<file path="src/rtl/wb_stage.sv">
// MEM/WB pipeline register and write-back stage: load alignment/extension, result select,
// regfile write port and trace pc. Optional retired-instruction counter under WB_INSTRET_EN.
module wb_stage #(
    parameter int XLEN    = 32,
    parameter int RFIDX_W = 5,
    parameter int ADDR_W  = 32
) (
    input  logic               clk,
    input  logic               rstn,
    input  logic               stall,
    input  logic               flush,
    input  logic               m_valid,
    input  logic [ADDR_W-1:0]  m_pc,
    input  logic [RFIDX_W-1:0] m_rd,
    input  logic               m_regwrite,
    input  logic [1:0]         m_wbsel,
    input  logic [2:0]         m_funct3,
    input  logic [XLEN-1:0]    m_aluout,
    input  logic [XLEN-1:0]    m_rdata,
    output logic               we3,
    output logic [RFIDX_W-1:0] wa3,
    output logic [XLEN-1:0]    wd3,
    output logic [ADDR_W-1:0]  wb_pc,
    output logic               wb_valid,
    output logic [63:0]        instret
);

    typedef enum logic [1:0] {
        WBSEL_ALU  = 2'b00,
        WBSEL_LOAD = 2'b01,
        WBSEL_PC4  = 2'b10,
        WBSEL_RSVD = 2'b11
    } wbsel_e;

    localparam logic [2:0] F3_LB  = 3'b000;
    localparam logic [2:0] F3_LH  = 3'b001;
    localparam logic [2:0] F3_LBU = 3'b100;
    localparam logic [2:0] F3_LHU = 3'b101;

    logic               valid_q;
    logic               regwrite_q;
    logic               done_q;
    logic [ADDR_W-1:0]  pc_q;
    logic [RFIDX_W-1:0] rd_q;
    logic [1:0]         wbsel_q;
    logic [2:0]         funct3_q;
    logic [XLEN-1:0]    aluout_q;
    logic [XLEN-1:0]    rdata_q;

    // Stage contract: flush beats stall beats advance at each posedge. An instruction in WB
    // is presented to the regfile exactly once; done_q marks that the write already happened
    // while a stall keeps the instruction parked here.
    always_ff @(posedge clk or negedge rstn) begin
        if (!rstn) begin
            valid_q    <= 1'b0;
            regwrite_q <= 1'b0;
            done_q     <= 1'b0;
            pc_q       <= '0;
            rd_q       <= '0;
            wbsel_q    <= '0;
            funct3_q   <= '0;
            aluout_q   <= '0;
            rdata_q    <= '0;
        end else if (flush) begin
            valid_q <= 1'b0;
            done_q  <= 1'b0;
        end else if (stall) begin
            if (valid_q) begin
                done_q <= 1'b1;
            end
        end else begin
            valid_q    <= m_valid;
            regwrite_q <= m_regwrite;
            done_q     <= 1'b0;
            pc_q       <= m_pc;
            rd_q       <= m_rd;
            wbsel_q    <= m_wbsel;
            funct3_q   <= m_funct3;
            aluout_q   <= m_aluout;
            rdata_q    <= m_rdata;
        end
    end

    logic [7:0]        ld_byte;
    logic [15:0]       ld_half;
    logic [XLEN-1:0]   ld_data;
    logic [ADDR_W-1:0] pc_plus4;

    // Memory returns a word-aligned read; the low address bits pick the lane.
    always_comb begin
        ld_byte = rdata_q[7:0];
        case (aluout_q[1:0])
            2'd0:    ld_byte = rdata_q[7:0];
            2'd1:    ld_byte = rdata_q[15:8];
            2'd2:    ld_byte = rdata_q[23:16];
            default: ld_byte = rdata_q[31:24];
        endcase
        ld_half = aluout_q[1] ? rdata_q[31:16] : rdata_q[15:0];
    end

    always_comb begin
        ld_data = rdata_q;
        case (funct3_q)
            F3_LB:   ld_data = {{(XLEN-8){ld_byte[7]}}, ld_byte};
            F3_LBU:  ld_data = {{(XLEN-8){1'b0}}, ld_byte};
            F3_LH:   ld_data = {{(XLEN-16){ld_half[15]}}, ld_half};
            F3_LHU:  ld_data = {{(XLEN-16){1'b0}}, ld_half};
            default: ld_data = rdata_q;
        endcase
    end

    assign pc_plus4 = pc_q + ADDR_W'(4);

    always_comb begin
        wd3 = aluout_q;
        case (wbsel_e'(wbsel_q))
            WBSEL_ALU:  wd3 = aluout_q;
            WBSEL_LOAD: wd3 = ld_data;
            WBSEL_PC4:  wd3 = XLEN'(pc_plus4);
            WBSEL_RSVD: wd3 = aluout_q;
            default:    wd3 = aluout_q;
        endcase
    end

    assign we3      = valid_q & regwrite_q & (rd_q != '0) & ~done_q;
    assign wa3      = rd_q;
    assign wb_pc    = pc_q;
    assign wb_valid = valid_q;

`ifdef WB_INSTRET_EN
    logic [63:0] instret_q;

    // An instruction retires when it leaves WB; a flush on that edge does not undo it.
    always_ff @(posedge clk or negedge rstn) begin
        if (!rstn) begin
            instret_q <= '0;
        end else if (valid_q && !stall) begin
            instret_q <= instret_q + 64'd1;
        end
    end

    assign instret = instret_q;
`else
    assign instret = '0;
`endif

endmodule

</file>
<file path="config.mk">
export PLATFORM = sky130hd
export DESIGN_NAME = wb_stage
export DESIGN_NICKNAME = d
export VERILOG_FILES = /design/src/rtl/wb_stage.sv
export SDC_FILE = /design/constraint.sdc
export NUM_CORES = 1
export LEC_CHECK = 0
export BUFFER_PORTS_ARGS = -buffer_cell sky130_fd_sc_hd__buf_2
export CORE_UTILIZATION = 35
export CTS_BUF_LIST = sky130_fd_sc_hd__clkbuf_2
export DETAILED_ROUTE_END_ITERATION = 8
export PLACE_DENSITY = 0.71
export RECOVER_POWER = 100
export SYNTH_ARGS = -nofsm -noshare
export SYNTH_HDL_FRONTEND = slang
export SYNTH_SLANG_ARGS = --single-unit
</file>
<file path="constraint.sdc">
create_clock -name clk -period 3.1 [get_ports clk]
set_input_delay 0.62 -clock clk [delete_from_list [all_inputs] [get_ports clk]]
set_output_delay 0.62 -clock clk [all_outputs]
set_load 0.005 [all_outputs]
</file>
Word level (Yosys, flattened, before mapping)
Index checks and enable logic that the tools add are counted.
W data, S select, Z words.
Operators by class
  add/subtract/negate cells: 1
  eq/ne operators: 10
  mux-type cells: 9
  bitwise operators: 6
  reductions and logical operators: 6
Operators by type and width (number)
  $pmux W32 S4: 1
  $pmux W32 S3: 1
  $add A32 B3 Y32 const B: 1
  $pmux W8 S3: 1
  $mux W16: 1
  $eq A2 B2 Y1 const B: 3
  $eq A3 B3 Y1 const B: 2
  $mux W1: 5
  $reduce_bool A5 Y1: 1
  $eq A2 B1 Y1 const B: 2
  $logic_not A2 Y1: 2
  $and A1 B1 Y1: 3
  $eq A3 B1 Y1 const B: 1
  $logic_not A3 Y1: 1
  $ne A3 B1 Y1 const B: 1
  $not A1 Y1: 3
  $ne A2 B1 Y1 const B: 1
  $reduce_and A2 Y1: 1
  $reduce_or A2 Y1: 1
Word-level totals
  register bits after elaboration: 109
  bits of input ports: 112
  output and inout port bits: 135
  logic and storage cells: 41

Longest topological paths before layout
  depth in word-level cells: 4
  gate-level depth with buffers: 8
  mapped depth without buffers: 7

Worst setup path after synthesis
OpenSTA, ideal clock, no wires.
  path kind: register -> output
  from: register pc_q[2] (netlist: wb_pc[2])
  to: output port wd3[22]
  arrival: 1.776 ns
  data required time: 2.480 ns
  setup slack: 0.704 ns
  stages on the path, launching flop included: 8
  cell sequence: dfrtp_1 ha_1 and4_1 buf_2 nand2_1 or3_1 o311a_1 a21oi_2
Between the ends
  word-level cells in the longest chain between the ends: 2
RTL lines
  from (decl): RTL line 43  | logic [ADDR_W-1:0] pc_q;
  from (signal assigned): RTL line 75  | pc_q <= m_pc;
  $add A32 B3 Y32: RTL line 112  | assign pc_plus4 = pc_q + ADDR_W'(4);
  $pmux W32 S3: RTL line 116  | case (wbsel_e'(wbsel_q))
  to (decl): RTL line 22  | output logic [XLEN-1:0] wd3,
Every way passes these cells.

Final worst setup path
  from: register aluout_q[1]
  to: output port wd3[8]
Between the ends
  word-level cells in the longest chain between the ends: 4
RTL lines
  from (decl): RTL line 47  | logic [XLEN-1:0] aluout_q;
  from (signal assigned): RTL line 79  | aluout_q <= m_aluout;
  $eq A2 B2 Y1, or another cell as far along: RTL line 92  | case (aluout_q[1:0])
  $pmux W8 S3: RTL line 92
  $pmux W32 S4 (*): RTL line 103  | case (funct3_q)
  $pmux W32 S3 (*): RTL line 116
Mark *: on every way between the ends. The rest lies on a longest branch, timed or not.

==> results.md <==
Drt
- number of violations reported at the end of detailed-routing iteration 0: 416
- final routed wirelength across all metal layers: 19700 um
- via density per instance: 5.28
- remaining antenna violation count after routing: 0
- overall via count from detail_route: 5510
- DRC Markers: 0
- first-pass iteration count of the detailed router: 7
- detail-routed net length per standard cell: 18.8 um

Timing
- Least-Margin Pin Slew: 2580 ps
- final number of max-transition violations: 152
- setup violators final: 20
- unrepaired setup endpoints after global routing: yes
- headroom to the max-slew limit: -72.0%
- Hold Fails Final Rpt: 0
- least setup slack across all paths after layout: -138 ps
- post-route clock period utilization: 104%
- Clock Skew: 0.0769 ps
- Max Clk Rate: 309 MHz
- Final Critical Period: 3240 ps

Layout
- Area growth, synth to finish: 30.2%
- Final Instance Area: 8260 um2
- share of cells above drive strength 1: 54.4%
- fin nets: 928
- number of fill cells: 1616
- sequential cell area: 2750 um2
- combined area of the multi-input logic cells: 3680 um2

Yosys
- number of enable flip-flop cells after synthesis: 0
- total number of yosys warnings: 0
- library cells used by synthesis: 53
- ys async rst share: 100%
- main combinational cell family by area after synthesis: multiplexers
- primary flip-flop cell chosen by synthesis mapping: sky130_fd_sc_hd__dfrtp_1
- largest cells by area after synthesis: sky130_fd_sc_hd__dfrtp_1, sky130_fd_sc_hd__mux2_2, sky130_fd_sc_hd__buf_4
- share of the yosys chip area belonging to registers: 43.0%
- cell count after synthesis: 597
- proportion of netlist area held by the largest area contributor: 43.0%
- portion of netlist area occupied by mux cells: 19.6%
- Mean Syn Cell Area: 10.6 um2
- adder and majority cell fraction of the synthesized area: 0.591%
- xor and xnor fraction of the mapped netlist area: 2.35%
- most area-hungry cell type in the Yosys netlist: sky130_fd_sc_hd__dfrtp_1
- basic-gate share of the synthesized area counting and, or, nand and nor cells: 10.1%
- post-synthesis register bit count: 109
- post-synthesis compound-gate area fraction: 13.6%
- post-synthesis instance area: 6350 um2

Worst setup path
- WP depth: 6
- maximum fanout along the worst path: 7
- launching element of the worst setup path: aluout_q[1]
- CP Class: flip-flop to output port
- maximum single-stage delay on the critical path: 530 ps
- reg-to-reg setup timing slack: 1790 ps
- family of cells with the greatest summed delay on the critical path: simple AND/OR/NAND/NOR gates
- startpoint class of the critical path: flip-flop
- launch instance of the worst register-to-register path: aluout_q[1]
- Worst path slowest cell: sky130_fd_sc_hd__dfrtp_2
- capturing instance or port of the critical path: wd3[8]
- Critical Path Sink Type: output port
- number of buffer and inverter instances along the worst setup path: 1
- Worst EP required: 2480 ps
- critical-path cell list: mux2i_4 -> or4_4 -> o31ai_4 -> nor3b_4 -> a221oi_2 -> buf_2
- worst endpoint data arrival time: 2620 ps
- worst r2r path cells: 5
- destination of the worst register-to-register timing path: aluout_q[1]

Pwr
- power density over the cells: 498 nW/um2
- Power, Total: 0.00412 W
- portion of total power attributed to combinational logic: 39.8%
- static leakage: 3.64 nW
- switching power share of the total: 38.0%
- switching component of the power: 0.00156 W
- sequential share of power: 44.9%
- Int Power: 0.00255 W
- Clk network pwr share: 15.3%
- maximum vdd ir drop: 265 uV

Die
- boundary pin count: 247
- area of the die: 18700 um2
- width of the die: 137 um
- cell row count: 48
- starting density of the core: 36.3%
- die span in y: 137 um
- core box area: 17500 um2

Clock tree
- cell chosen for the clock root: sky130_fd_sc_hd__clkbuf_2
- TritonCTS clock tree: built
- H-tree levels: 3
- clock latency on the worst-skew pair: 660 ps
- TritonCTS buffer count: 9
- number of buffers on the longest clock path: 2
- Sink Count: 109
- clock edge transition at the registers on the reported setup and hold paths: 320 ps

Outcome
- violations in the final reports: max-capacitance violations, max-slew violations, negative setup slack
- result of the run: complete, but fails checks

Hold path
- hold path depth: 2
- Hold/Removal Path Class: primary input to flip-flop

Place
- number of buffer cells added on primary ports: 182
- final weighted congestion in routability-driven placement: 0.959
- HPWL reported at the end of detailed placement: 13800 um
- Placement Cell Area: 7280 um2
- worst setup timing slack at the placement stage: 327 ps

Job
- number of max-cap violations: 2

Global route
- total congestion overflow after global routing: 0
- largest net degree at the start of global routing: 108
- number of global-route vias before repair: 5227
- number of antenna violations at the first check in global routing: 1
- global-route usage over all layers: 21.1%
- global-route wire length before repair: 29200 um

-- Yosys cell counts (all sizes together) (3+ instances only) --
| cell type | count |
|---|---|
| nor3b | 4 |
| ha | 3 |
| a21o | 3 |
| dfrtp | 109 |
| inv | 7 |
| o21ai | 21 |
| mux2 | 106 |
| and4 | 6 |
| nand2 | 31 |
| xor2 | 5 |
| buf | 76 |
| o31a | 7 |
| nand4 | 13 |
| mux2i | 5 |
| nor2b | 4 |
| or4 | 4 |
| a21oi | 37 |
| o21a | 8 |
| a211oi | 5 |
| nor4 | 8 |
| clkbuf | 28 |
| o22ai | 8 |
| nor3 | 7 |
| nand3 | 10 |
| o22a | 5 |
| nor2 | 22 |
| xnor2 | 12 |
| a221oi | 18 |
-- placed cells by master (no fill, tap or decap), types with 10 or more instances in the layout --
| master | instances |
|---|---|
| sky130_fd_sc_hd__buf_2 | 175 |
| sky130_fd_sc_hd__mux2_2 | 105 |
| sky130_fd_sc_hd__dfrtp_1 | 95 |
| sky130_fd_sc_hd__conb_1 | 64 |
| sky130_fd_sc_hd__buf_4 | 41 |
| sky130_fd_sc_hd__a21oi_1 | 28 |
| sky130_fd_sc_hd__nand2_1 | 27 |
| sky130_fd_sc_hd__nor2_1 | 20 |
| sky130_fd_sc_hd__dfrtp_2 | 14 |
| sky130_fd_sc_hd__clkbuf_1 | 14 |
| sky130_fd_sc_hd__nand4_1 | 11 |
| sky130_fd_sc_hd__o21ai_0 | 11 |
| sky130_fd_sc_hd__clkbuf_2 | 11 |
| sky130_fd_sc_hd__xnor2_1 | 10 |
| sky130_fd_sc_hd__a221oi_2 | 10 |
-- registers in the layout, summed over array words and instances (netlist names) --
name        count
wb_pc          32
rdata_q        32
done_q          1
aluout_q       32
regwrite_q      1
funct3_q        3
wa3             5
wbsel_q         2
wb_valid        1
-- stage by stage --
step / util, % / cells / hold slack, ps / setup TNS [ps]
2_1_floorplan: - / 660 / 324 / 0
3_3_place_gp: 41.6 / 979 / 492 / 0
3_5_place_dp: 41.6 / 979 / 497 / 0
4_1_cts: 45.9 / 1031 / 57.6 / -964
5_1_grt: 47.3 / 1044 / 45.8 / -7560
6_report: 47.3 / 1044 / 98.8 / -1010
-- worst min-delay path by stage --
stage                             from           end  slack, ps
final                            flush      wb_valid        100
after global routing             flush      wb_valid         50
after CTS                        flush      wb_valid         60
after detailed placement  aluout_q[31]  aluout_q[31]        500
after global placement    aluout_q[31]  aluout_q[31]        490
after floorplan                   rstn   aluout_q[0]        320
-- routing by layer --
| metal | part of all wire, % | GRT usage (%) | vias up | routed length [um] |
|---|---|---|---|---|
| li1 | - | - | 2503 | - |
| met1 | 42 | 28.5 | 2691 | 8340 |
| met2 | 48 | 33.1 | 284 | 9370 |
| met3 | 7.2 | 3.93 | 32 | 1410 |
| met4 | 2.7 | 8.89 | 0 | 528 |
| met5 | 0 | 0 | - | 0 |
-- power by group through the flow --
stage / logic (W) / registers, W / clock network (W)
6_report: 0.00164 / 0.00185 / 0.000631
2_1_floorplan: 0.000827 / 0.00180 / 0
3_3_place_gp: 0.00128 / 0.00188 / 0
3_5_place_dp: 0.00129 / 0.00188 / 0
4_1_cts: 0.00154 / 0.00183 / 0.000650
5_1_grt: 0.00176 / 0.00187 / 0.000686
-- cell families after synthesis --
family / count (synthesis)
AO/OA/AOI/OAI: 128
AND/OR/NAND/NOR: 117
multiplexers: 111
buffers and inverters: 111
flip-flops: 109
XOR/XNOR: 17
adder cells (fa/ha/maj): 3
other: 1
-- layout make-up --
cell class,instances,area share (%)
clock buffer,10,0.606
tap,225,3.41
inverter,7,0.318
sequential,109,33.2
clock inverter,6,0.575
multi-input combinational,440,44.6
timing repair buffer,246,17.3
antenna,1,0.0303
-- what timing repair did --
| item | in CTS | in global routing |
|---|---|---|
| endpoints found under the setup margin | 31 | 31 |
| hold buffers | 1 | 0 |
| pin swaps | 31 | 38 |
| gates cloned | 0 | 1 |
| buffers inserted | 35 | 11 |
| gates resized for setup | 87 | 37 |
| endpoints found under the hold margin | 42 | 0 |
(Power assumes the default switching activity.)
